===== src/rtl/spm_pkg.sv =====
// Shared constants and FSM state type for the serial-parallel multiplier.
package spm_pkg;

    localparam int SPM_WIDTH  = 32;
    localparam int SPM_PWIDTH = 2 * SPM_WIDTH;
    localparam int SPM_CNT_W  = 7;

    typedef enum logic [1:0] {
        IDLE = 2'd0,
        BUSY = 2'd1,
        DONE = 2'd2
    } spm_state_e;

endpackage


===== src/rtl/spm_csa_cell.sv =====
// One carry-save cell of the multiplier array: registered sum and carry,
// the carry is recirculated into the same cell on the next cycle.
module spm_csa_cell (
    input  logic clk,
    input  logic clr,
    input  logic en,
    input  logic a,
    input  logic y,
    output logic sum,
    output logic carry
);

    logic sum_q, sum_d;
    logic carry_q, carry_d;

    always_comb begin
        sum_d   = a ^ y ^ carry_q;
        carry_d = (a & y) | (a & carry_q) | (y & carry_q);
    end

    always_ff @(posedge clk) begin
        if (clr) begin
            sum_q   <= 1'b0;
            carry_q <= 1'b0;
        end else if (en) begin
            sum_q   <= sum_d;
            carry_q <= carry_d;
        end
    end

    assign sum   = sum_q;
    assign carry = carry_q;

endmodule


===== src/rtl/spm.sv =====
// Serial-parallel multiplier top. Define SPM_SIGNED_EN for two's-complement operands.
// state | meaning
// IDLE  | waiting for start
// BUSY  | 2*WIDTH cycles: WIDTH operand bits then WIDTH flush bits
// DONE  | done pulse, P valid
module spm
    import spm_pkg::*;
#(
    parameter int WIDTH = SPM_WIDTH
) (
    input  logic                 clk,
    input  logic                 rst,
    input  logic [WIDTH-1:0]     MP,
    input  logic [WIDTH-1:0]     MC,
    input  logic                 start,
    output logic [2*WIDTH-1:0]   P,
    output logic                 done
);

    localparam int PW = 2 * WIDTH;
    localparam logic [SPM_CNT_W-1:0] CNT_LAST = SPM_CNT_W'(PW - 1);

    spm_state_e              state_q;
    logic [SPM_CNT_W-1:0]    cnt_q;
    logic [WIDTH-1:0]        mp_q;
    logic [WIDTH-1:0]        mc_q;
    logic [PW-3:0]           prod_q;
    logic [PW-1:0]           p_q;
    logic                    done_q;

    logic [WIDTH-1:0]        a_w, y_w, sum_w, carry_w;
    logic                    load, clr_arr, en_arr, mp_fill, p_bit;
    logic [PW-1:0]           result;

`ifdef SPM_SIGNED_EN
    logic [WIDTH-1:0]        mp_hold_q;
    assign mp_fill = mp_q[WIDTH-1];
`else
    assign mp_fill = 1'b0;
`endif

    assign load    = start && (rst || (state_q == IDLE));
    assign clr_arr = rst || load;
    assign en_arr  = (state_q == BUSY);

    assign a_w   = mc_q & {WIDTH{mp_q[0]}};
    assign y_w   = {1'b0, sum_w[WIDTH-1:1]};
    assign p_bit = a_w[0] ^ y_w[0] ^ carry_w[0];

    for (genvar i = 0; i < WIDTH; i++) begin : g_cell
        spm_csa_cell u_cell (
            .clk   (clk),
            .clr   (clr_arr),
            .en    (en_arr),
            .a     (a_w[i]),
            .y     (y_w[i]),
            .sum   (sum_w[i]),
            .carry (carry_w[i])
        );
    end

    // On the last BUSY edge bit PW-1 is still combinational and bit PW-2 sits in cell 0.
`ifdef SPM_SIGNED_EN
    // Array works on MC as unsigned; a negative MC needs MP * 2^WIDTH taken back off.
    assign result = {p_bit, sum_w[0], prod_q}
                    - (mc_q[WIDTH-1] ? {mp_hold_q, {WIDTH{1'b0}}} : {PW{1'b0}});
`else
    assign result = {p_bit, sum_w[0], prod_q};
`endif

    always_ff @(posedge clk) begin
        if (load) begin
            state_q <= BUSY;
            cnt_q   <= '0;
            mp_q    <= MP;
            mc_q    <= MC;
            prod_q  <= '0;
            done_q  <= 1'b0;
`ifdef SPM_SIGNED_EN
            mp_hold_q <= MP;
`endif
            if (rst) begin
                p_q <= '0;
            end
        end else if (rst) begin
            state_q <= IDLE;
            cnt_q   <= '0;
            prod_q  <= '0;
            p_q     <= '0;
            done_q  <= 1'b0;
        end else begin
            case (state_q)
                IDLE: begin
                    done_q <= 1'b0;
                end
                BUSY: begin
                    cnt_q  <= cnt_q + SPM_CNT_W'(1);
                    mp_q   <= {mp_fill, mp_q[WIDTH-1:1]};
                    prod_q <= {sum_w[0], prod_q[PW-3:1]};
                    if (cnt_q == CNT_LAST) begin
                        state_q <= DONE;
                        p_q     <= result;
                        done_q  <= 1'b1;
                    end
                end
                DONE: begin
                    done_q  <= 1'b0;
                    state_q <= IDLE;
                end
                default: begin
                    state_q <= IDLE;
                    done_q  <= 1'b0;
                end
            endcase
        end
    end

    assign P    = p_q;
    assign done = done_q;

endmodule


===== config.mk =====
export PLATFORM = sky130hd
export DESIGN_NAME = spm
export DESIGN_NICKNAME = d
export VERILOG_FILES = /design/src/rtl/spm_pkg.sv /design/src/rtl/spm_csa_cell.sv /design/src/rtl/spm.sv
export SDC_FILE = /design/constraint.sdc
export NUM_CORES = 1
export LEC_CHECK = 0
export ABC_CLOCK_PERIOD_IN_PS = 3350
export CAP_MARGIN = 20
export CORE_ASPECT_RATIO = 2
export CORE_UTILIZATION = 50
export DETAILED_ROUTE_END_ITERATION = 10
export HOLD_SLACK_MARGIN = 0.05
export PLACE_DENSITY = 0.78
export SLEW_MARGIN = 20
export SYNTH_ARGS = -nofsm -noshare
export SYNTH_HDL_FRONTEND = slang
export SYNTH_SLANG_ARGS = --single-unit

===== constraint.sdc =====
create_clock -name clk -period 3.35 [get_ports clk]
set_input_delay 0.67 -clock clk [delete_from_list [all_inputs] [get_ports clk]]
set_output_delay 0.67 -clock clk [all_outputs]
set_load 0.02 [all_outputs]

== After elaboration in Yosys (flattened, before gate mapping) ==
Index checks and enable logic that the tools add are counted.

* Flip-flop bits (word level): 264
* Latch bits: 0
* Memory bits (writable): 0
* Bits in read-only memories: 0
* Bits of input ports: 67
* Output and inout port bits: 65
* Word-level logic and storage cells: 326
* Memories: 0

* $add $sub $neg: 1
* $mul: 0
* Div/mod/pow operators: 0
* Order comparisons: 0
* Eq/ne operators: 7
* Shifts and indexed selects: 0
* Mux-type cells: 11
* Bitwise gates (word level): 222
* Reductions and logical operators: 13

{| class="wikitable"
|+ Operator list
! cell !! count
|-
| $mux W64 || 5
|-
| $mux W32 || 3
|-
| $and A1 B1 Y1 || 94
|-
| $xor A1 B1 Y1 || 63
|-
| $or A1 B1 Y1 || 62
|-
| $and A32 B32 Y32 || 1
|-
| $add A7 B1 Y7 const B || 1
|-
| $eq A7 B6 Y1 const B || 1
|-
| $reduce_and A2 Y1 || 3
|-
| $reduce_bool A2 Y1 || 3
|-
| $ne A2 B1 Y1 const B || 2
|-
| $ne A2 B2 Y1 const B || 2
|-
| $pmux W2 S2 || 1
|-
| $ne A3 B2 Y1 const B || 1
|-
| $reduce_and A3 Y1 || 1
|-
| $reduce_or A3 Y1 || 1
|-
| $eq A2 B1 Y1 const B || 1
|-
| $logic_not A2 Y1 || 1
|-
| $logic_or A1 B1 Y1 || 2
|-
| $mux W2 || 1
|-
| $not A1 Y1 || 2
|-
| $reduce_or A2 Y1 || 1
|-
| $logic_and A1 B1 Y1 || 1
|-
| $mux W1 || 1
|}

== Logic depth before layout (Yosys ltp) ==
Gate-level depths: netlist of run 1.

* Word-level depth: 7
* Depth in mapped cells: 6
* Depth with buffers taken out: 4

== Hierarchy ==
A second synthesis of run 1 with hierarchy kept.

* Cells, all modules: 820
* Area, all modules: 10241.1 µm²

{| class="wikitable"
|+ Modules (own cells, without submodules)
! module !! times used !! cells each !! area an instance (µm²) !! seq. area each (µm²)
|-
| spm || 1 || 596 || 7438.4 || 5285.1
|-
| spm_csa_cell || 32 || 7 || 87.6 || 40.0
|}

== Worst setup path after synthesis of run 1 ==
Ideal clock, no wire load.

* Kind: reg-to-reg
* Start point: register state_q[1]
* End point: register mp_q[0], enable pin
* Setup time: 0.466 ns
* Arrival: 3.208 ns
* Required time: 2.884 ns
* Setup slack: -0.323 ns
* Stages on the path, launching flop included: 6
* Path buffers: 3
* Period minus slack after synthesis: 3.673 ns
* Path through: dfxtp_1 nand2b_1 buf_2 buf_2 buf_2 o21ai_0

* Word-level cells in the longest chain between the ends: 5
* Elaborated cells between the ends (all ways): 7
* Classes of those cells: eq/ne (2); reduce/logical (5)

{| class="wikitable"
|+ RTL lines
! item !! RTL line !! text
|-
| start, declared || spm.sv:23 || <nowiki>spm_state_e state_q;</nowiki>
|-
| start signal, assigned || spm.sv:73 || <nowiki>state_q <= BUSY;</nowiki>
|-
| start signal, assigned || spm.sv:86 || <nowiki>state_q <= IDLE;</nowiki>
|-
| start signal, assigned || spm.sv:101 || <nowiki>state_q <= DONE;</nowiki>
|-
| $logic_not A2 Y1 || spm.sv:42 || <nowiki>assign load = start && (rst || (state_q == IDLE));</nowiki>
|-
| $logic_or A1 B1 Y1 || spm.sv:42 ||
|-
| $logic_and A1 B1 Y1 || spm.sv:42 ||
|-
| $ne A2 B1 Y1 (no line) or $reduce_bool A2 Y1 (tied branches) || n/a ||
|-
| $reduce_and A2 Y1 (no line) (*) || n/a ||
|-
| end signal, assigned || spm.sv:98 || <nowiki>mp_q <= {mp_fill, mp_q[WIDTH-1:1]};</nowiki>
|-
| end, declared || spm.sv:25 || <nowiki>logic [WIDTH-1:0] mp_q;</nowiki>
|}

Every way passes the cells marked *; elsewhere a longest branch is shown, timed or not.
A chain may end at the register's enable or synchronous reset.

== Final worst setup path of run 1 ==
* Start point: register p_q[61], in the netlist P[61]
* End point: output P[61]

{| class="wikitable"
|+ RTL lines
! item !! RTL line !! text
|-
| start, declared || spm.sv:28 || <nowiki>logic [PW-1:0] p_q;</nowiki>
|-
| start signal, assigned || spm.sv:102 || <nowiki>p_q <= result;</nowiki>
|-
| end, declared || spm.sv:16 || <nowiki>output logic [2*WIDTH-1:0] P,</nowiki>
|}

No word-level cell between the ends.

==> results of run 1 <==
-- synthesized netlist by cell type --
cell type	instances
mux2_1	9
nand3_1	1
o21a_1	1
a211oi_1	62
edfxtp_1	128
and2_1	64
a21oi_1	68
xnor2_1	2
or3_1	4
nand2b_1	2
nand4b_1	1
nor3_1	2
o31ai_1	2
nand2_1	163
buf_6	9
nor2_1	68
fa_1	31
nor2b_1	1
mux2_2	22
buf_2	23
clkbuf_1	23
or4_4	1
nand3b_1	1
o21ai_0	4
ha_1	2
buf_4	2
dfxtp_1	136
o21ai_4	1
inv_1	65
a21o_1	1
a21oi_2	2
-- layout make-up --
type	instances	area (um^2)	share of cell area [%]
antenna	2	5.005	0.03943
clock buffer	28	646.9	5.096
clock inverter	12	155.1	1.222
inverter	65	244.0	1.922
multi-input combinational	515	3292	25.93
sequential	264	6566	51.73
tap	266	332.8	2.622
timing repair buffer	143	1451	11.43
-- state kept, by name, indices dropped and copies added, names as in the netlist --
register	count
prod_q	62
done	1
mp_q	32
cnt_q	7
state_q	2
P	64
g_cell.u_cell.carry	32
mc_q	32
g_cell.u_cell.sum	32
-- worst min-delay path: cells and delay by family (launching register included) --
kind,cells,cell delay (ns)
AND/OR/NAND/NOR,1,0.05
AO/OA/AOI/OAI,1,0.05
flip-flops,1,0.32
-- power groups by stage --
stage	Clock (W)	Sequential, W	Combinational [W]
2_1_floorplan	0	0.00376	0.000487
6_report	0.00277	0.00368	0.000757
4_1_cts	0.00285	0.00368	0.000771
3_5_place_dp	0	0.00375	0.000760
5_1_grt	0.00296	0.00370	0.000850
3_3_place_gp	0	0.00374	0.000730
-- kinds of logic after synthesis --
kind of cell	count (synthesis)	synth area share (%)
AND/OR/NAND/NOR	308	13.04
flip-flops	264	63.24
AO/OA/AOI/OAI	141	8.567
buffers and inverters	122	5.410
adder cells (fa/ha/maj)	33	6.218
multiplexers	31	3.362
XOR/XNOR	2	0.1687
-- per-layer routing --
metal	up-vias	global-route usage [%]
li1	3216	-
met1	3029	17.61
met2	131	31.88
met3	45	2.217
met4	0	9.031
met5	-	0
-- stage by stage --
step	utilization (%)	cell area [um^2]	setup WS, ns	hold slack, ns	power (W)
2_1_floorplan	-	10380	0.3241	0.4317	0.004245
3_3_place_gp	58.35	11890	0.8251	0.4382	0.004471
3_5_place_dp	58.35	11890	0.8070	0.4458	0.004508
4_1_cts	62.29	12690	1.126	0.4636	0.007295
5_1_grt	62.32	12690	1.130	0.4887	0.007504
6_report	62.32	12690	1.164	0.4595	0.007200
-- how the worst min path moves through the flow --
stage,depth (start not counted),endpoint,slack (ns),start
2_1_floorplan,2,prod_q[0]$_SDFFE_PP0P_,0.43,prod_q[0]$_SDFFE_PP0P_
3_3_place_gp,2,prod_q[0]$_SDFFE_PP0P_,0.44,prod_q[0]$_SDFFE_PP0P_
3_5_place_dp,2,prod_q[0]$_SDFFE_PP0P_,0.45,prod_q[0]$_SDFFE_PP0P_
4_1_cts,2,g_cell[31].u_cell.carry$_SDFFE_PP0P_,0.46,g_cell[31].u_cell.carry$_SDFFE_PP0P_
5_1_grt,2,prod_q[24]$_SDFFE_PP0P_,0.49,prod_q[25]$_SDFFE_PP0P_
6_report,2,prod_q[40]$_SDFFE_PP0P_,0.46,prod_q[41]$_SDFFE_PP0P_
==> results.cfg, run 1 <==
[clock_network]
path_clk_slew_ns = 0.07
cts_sinks = 264
cts_setup_buffers = 0
clockRootBuffer = clkbuf_16
hold_buffers = 0
insertion_delay_ns = 0.50
cts_made_buffers = 22
cts_tree = done
htreeDepth = 1
ctsResizeCount = 0
clk_path_buf_depth = 3

[worst_hold_path]
hp-class = reg -> reg

[detailed_routing]
wl_met3_um = 539
postRouteAntennaNets = 0
dr.pass1.iters = 4
drt_wl_total_um = 17480
drc_errors = 0
drt_iter0_markers = 201
avgRoutedWirePerCell_um = 13.50
vias = 6421
via_per_inst = 4.958
topRoutingLayerUsed = met4
wl_met1_um = 6632
route.met2.wl_um = 9616

[synth]
syn_area_per_cell_um2 = 11.52
ys.warnings.count = 0
postSynthCellCount = 901
yosysUniqueCellTypes = 31
synth_nets = 1001
yosysSeqAreaShare_pct = 63.24
synth_top_area_cell = edfxtp_1
netlist.area_leader.share_pct = 37.02
synthTopCellsByArea = edfxtp_1 (37%), dfxtp_1 (26%), fa_1 (6.0%)
synth_area_um2 = 10380
synth.ff_latch_count = 264

[power_and_ir_drop]
p_switching_w = 0.001674
p_leak_nw = 4.364
p_seq_share_pct = 51.0
intPower_w = 0.005526
ir_drop_uv = 463.8
swShare_pct = 23.26
pwr-share-clk_pct = 38.4
combPwrFrac_pct = 10.5
powerDensity_nw_per_um2 = 567.2

[setup_path]
r2r-end = g_cell[19].u_cell.sum$_SDFFE_PP0P_
path_max_fanout = 1
crit_buf_inv = 1
r2r_setup_slack_ns = 1.32
criticalPathCategory = reg -> out
slowest_stage = clkdlybuf4s50_1
worstReg2RegStart = mp_q[0]$_DFFE_PP_
crit_family = buffers and inverters
timing.critical_path.arrival_ns = 1.52
r2r_cells = 4
worstSetupStartpoint = P[61]$_SDFFCE_PP0P_
crit_chain = clkdlybuf4s50_1
cp.required_ns = 2.68
cp.depth = 1
cp-endpoint = P[61]
worst_setup_path_end_kind = primary output
cp_slowest_stage_delay_ns = 0.63
crit_path_start_kind = flip-flop

[timing]
fin_tns_setup_ns = 0
slew_violations = 0
min_period_ns = 2.186
slew_headroom_pct = 51.66
rsz0062_at_grt = no
finalCritPeriodShare_pct = 65.25
fin_skew_ns = 0.009775
setup_viol = 0
max_freq_ghz = 0.4575
hold_viol = 0
worst_pin_slew_ns = 0.7251

[final_layout]
area_growth_pct = 22.24
drive_gt1_share_pct = 7.887
stdcell_count = 1295
final_common_cell = nand2_1
fillCellCount = 1585
nNetsFinal = 1111
final_cell_mix = nand2_1 (163), dfxtp_1 (136), clkdlybuf4s50_1 (131)

[flow_run]
max-cap-violations = 0

[grt]
grt_overflow = 0
grt_pass1_wl_um = 28920
antenna_found_initial = 2
track_usage_pct = 16.72
grt_max_degree = 133
grt_pass1_vias = 6236

[place]
hpwl_um = 11320
place.port_buffers = 131
placedCellCount = 1253
place_congestion = 0.8077

[floorplan]
io_pins = 132
die_h_um = 205.8
die-area_um2 = 21380
die_w_um = 103.9
rows = 74
start_util_pct = 50.98
coreArea_um2 = 20370

[status]
status = finished clean
No activity file was read; power rests on OpenSTA's default activity.
==> inputs of run 2 (changes only) <==
ABC_CLOCK_PERIOD_IN_PS = 1900   (was 3350)
clock period = 1.9 ns   (was 3.35 ns; I/O delays follow)
==> run 2 against run 1 <==
First-iteration DRC count is 0.50% lower. Non-clock buffer count increased by 17. Via count rose by 0.92%. Register-to-register slack got worse by 1.2 ns. Sequential share of layout area shrank 0.83 points. Final area is 1.7% higher. Power up 75%. Utilization grew 1.0 points. Sequential cell count is the same. Largest power group unchanged.
==> results.cfg, run 2 (same netlist as run 1, synthesis figures left out) <==
[status]
status = finished clean

[setup_path]
crit_chain = clkdlybuf4s50_1
crit_path_start_kind = flip-flop
worst_setup_path_end_kind = primary output
r2r_cells = 5
crit_family = buffers and inverters
slowest_stage = clkdlybuf4s50_1
timing.critical_path.arrival_ns = 1.47
crit_buf_inv = 1
r2r-end = P[53]$_SDFFCE_PP0P_
path_max_fanout = 1
cp_slowest_stage_delay_ns = 0.61
criticalPathCategory = reg -> out
worstReg2RegStart = cnt_q[1]$_SDFFE_PP0P_
cp.required_ns = 1.52
r2r_setup_slack_ns = 0.08

[final_layout]
final_common_cell = nand2_1
finalInstanceArea_um2 = 12900
final_cell_mix = nand2_1 (162), dfxtp_1 (134), edfxtp_1 (128)
area_growth_pct = 24.28
drive_gt1_share_pct = 9.656
fillCellCount = 1559
fin_util_pct = 63.35
nNetsFinal = 1130
multi_input_area_um2 = 3333
seq_area_um2 = 6569
largest_register_ffs = 64

[worst_hold_path]
hold_start = MC[9]
whs_endpoint = mc_q[9]$_DFFE_PP_
hp-class = in -> reg
worstHoldPathCells = 1

[place]
hpwl_um = 11830
dpl_cell_area_um2 = 12120
place.port_buffers = 131
place_congestion = 0.8018
dp_worst_setup_slack_ns = -0.3486

[detailed_routing]
vias = 6480
via_per_inst = 4.935
postRouteAntennaNets = 0
drt_wl_total_um = 18100
drc_errors = 0
avgRoutedWirePerCell_um = 13.79
drt_iter0_markers = 200
dr.pass1.iters = 4

[floorplan]
rows = 74
die_h_um = 205.8
die-area_um2 = 21380
io_pins = 132
die_w_um = 103.9
coreArea_um2 = 20370
start_util_pct = 50.98

[timing]
whs_ns = 0.4307
finalCritPeriodShare_pct = 97.28
fin_tns_setup_ns = 0
min_period_ns = 1.848
slew_violations = 0
worst_pin_slew_ns = 0.7343
max_freq_ghz = 0.5410
slew_headroom_pct = 50.94
hold_viol = 0
rsz0062_at_grt = no
final.setup.worst_slack_ns = 0.05165
setup_viol = 0
fin_skew_ns = 0.01479

[clock_network]
cts_tree = done
cts_sinks = 264
path_clk_slew_ns = 0.07
cts_setup_buffers = 0
hold_buffers = 0
clockRootBuffer = clkbuf_16
htreeDepth = 1
clk_path_buf_depth = 3
insertion_delay_ns = 0.50
cts_made_buffers = 23

[grt]
grt_overflow = 0
grt_pass1_vias = 6361
antenna_found_initial = 1
grt_max_degree = 87
grt_pass1_wl_um = 30100
track_usage_pct = 17.41

[flow_run]
max-cap-violations = 0

[power_and_ir_drop]
powerDensity_nw_per_um2 = 977.8
ir_drop_uv = 852.1
p_leak_nw = 4.474
-- run 2: cell count changes in the layout (fill, tap and decap cells not counted), moves of 3 or more --
cell / delta
clkinv_4: -3
buf_12: +6
clkinv_1: +3
dlygate4sd2_1: +3
clkdlybuf4s50_1: -4
buf_4: +10
-- run 2: power by group --
| group | switching (W) | total, W | internal, W | leakage, nW |
|---|---|---|---|---|
| combinational | 0.000811 | 0.00144 | 0.000626 | 1.71 |
| sequential | 0.000139 | 0.00647 | 0.00633 | 2.39 |
| clock | 0.00196 | 0.00471 | 0.00275 | 0.369 |
-- run 2: stage by stage --
| stage | cells | power [W] |
|---|---|---|
| floorplan | 901 | 0.007490 |
| global placement | 1270 | 0.007977 |
| detailed placement | 1270 | 0.008043 |
| CTS | 1312 | 0.01274 |
| global route | 1313 | 0.01315 |
| finish | 1313 | 0.01262 |
-- run 2: worst max-delay path by stage --
stage | cells past startpoint | slack [ns] | to | start
after floorplan | 4 | -0.04 | P[0]$_SDFFCE_PP0P_ | cnt_q[1]$_SDFFE_PP0P_
after global placement | 3 | -0.30 | P[10]$_SDFFCE_PP0P_ | start
after detailed placement | 3 | -0.35 | P[9]$_SDFFCE_PP0P_ | start
after CTS | 3 | -0.001 | P[43]$_SDFFCE_PP0P_ | state_q[1]$_SDFFE_PP0P_
after global routing | 1 | 0.01 | P[6] | P[6]$_SDFFCE_PP0P_
final | 1 | 0.05 | P[6] | P[6]$_SDFFCE_PP0P_
-- run 2: layer usage --
layer / track usage (%) / up-vias / share of wire, %
met4: 8.571 / 0 / 4.0
met3: 2.249 / 43 / 3.2
met2: 33.00 / 131 / 55
met1: 18.89 / 3048 / 38
met5: 0 / - / 0
li1: - / 3258 / -
-- run 2: what timing repair did --
action,4_1_cts,5_1_grt
cloned,1,0
resized for setup,3,3
endpoints found under the setup margin,10,95
pin swaps,1,0
-- run 2: cell type report --
type                       instances  area share [%]
multi-input combinational        516           25.83
antenna                            1         0.01939
tap                              266           2.579
inverter                          65           1.920
clock buffer                      30           4.896
timing repair buffer             160           12.84
sequential                       264           50.90
clock inverter                    11           1.018
==> inputs of run 3 (changes only) <==
SKIP_LAST_GASP = 1   (was not set)
==> results of run 3 <==
The final DEF is identical to that of run 2; final timing and power are the same.
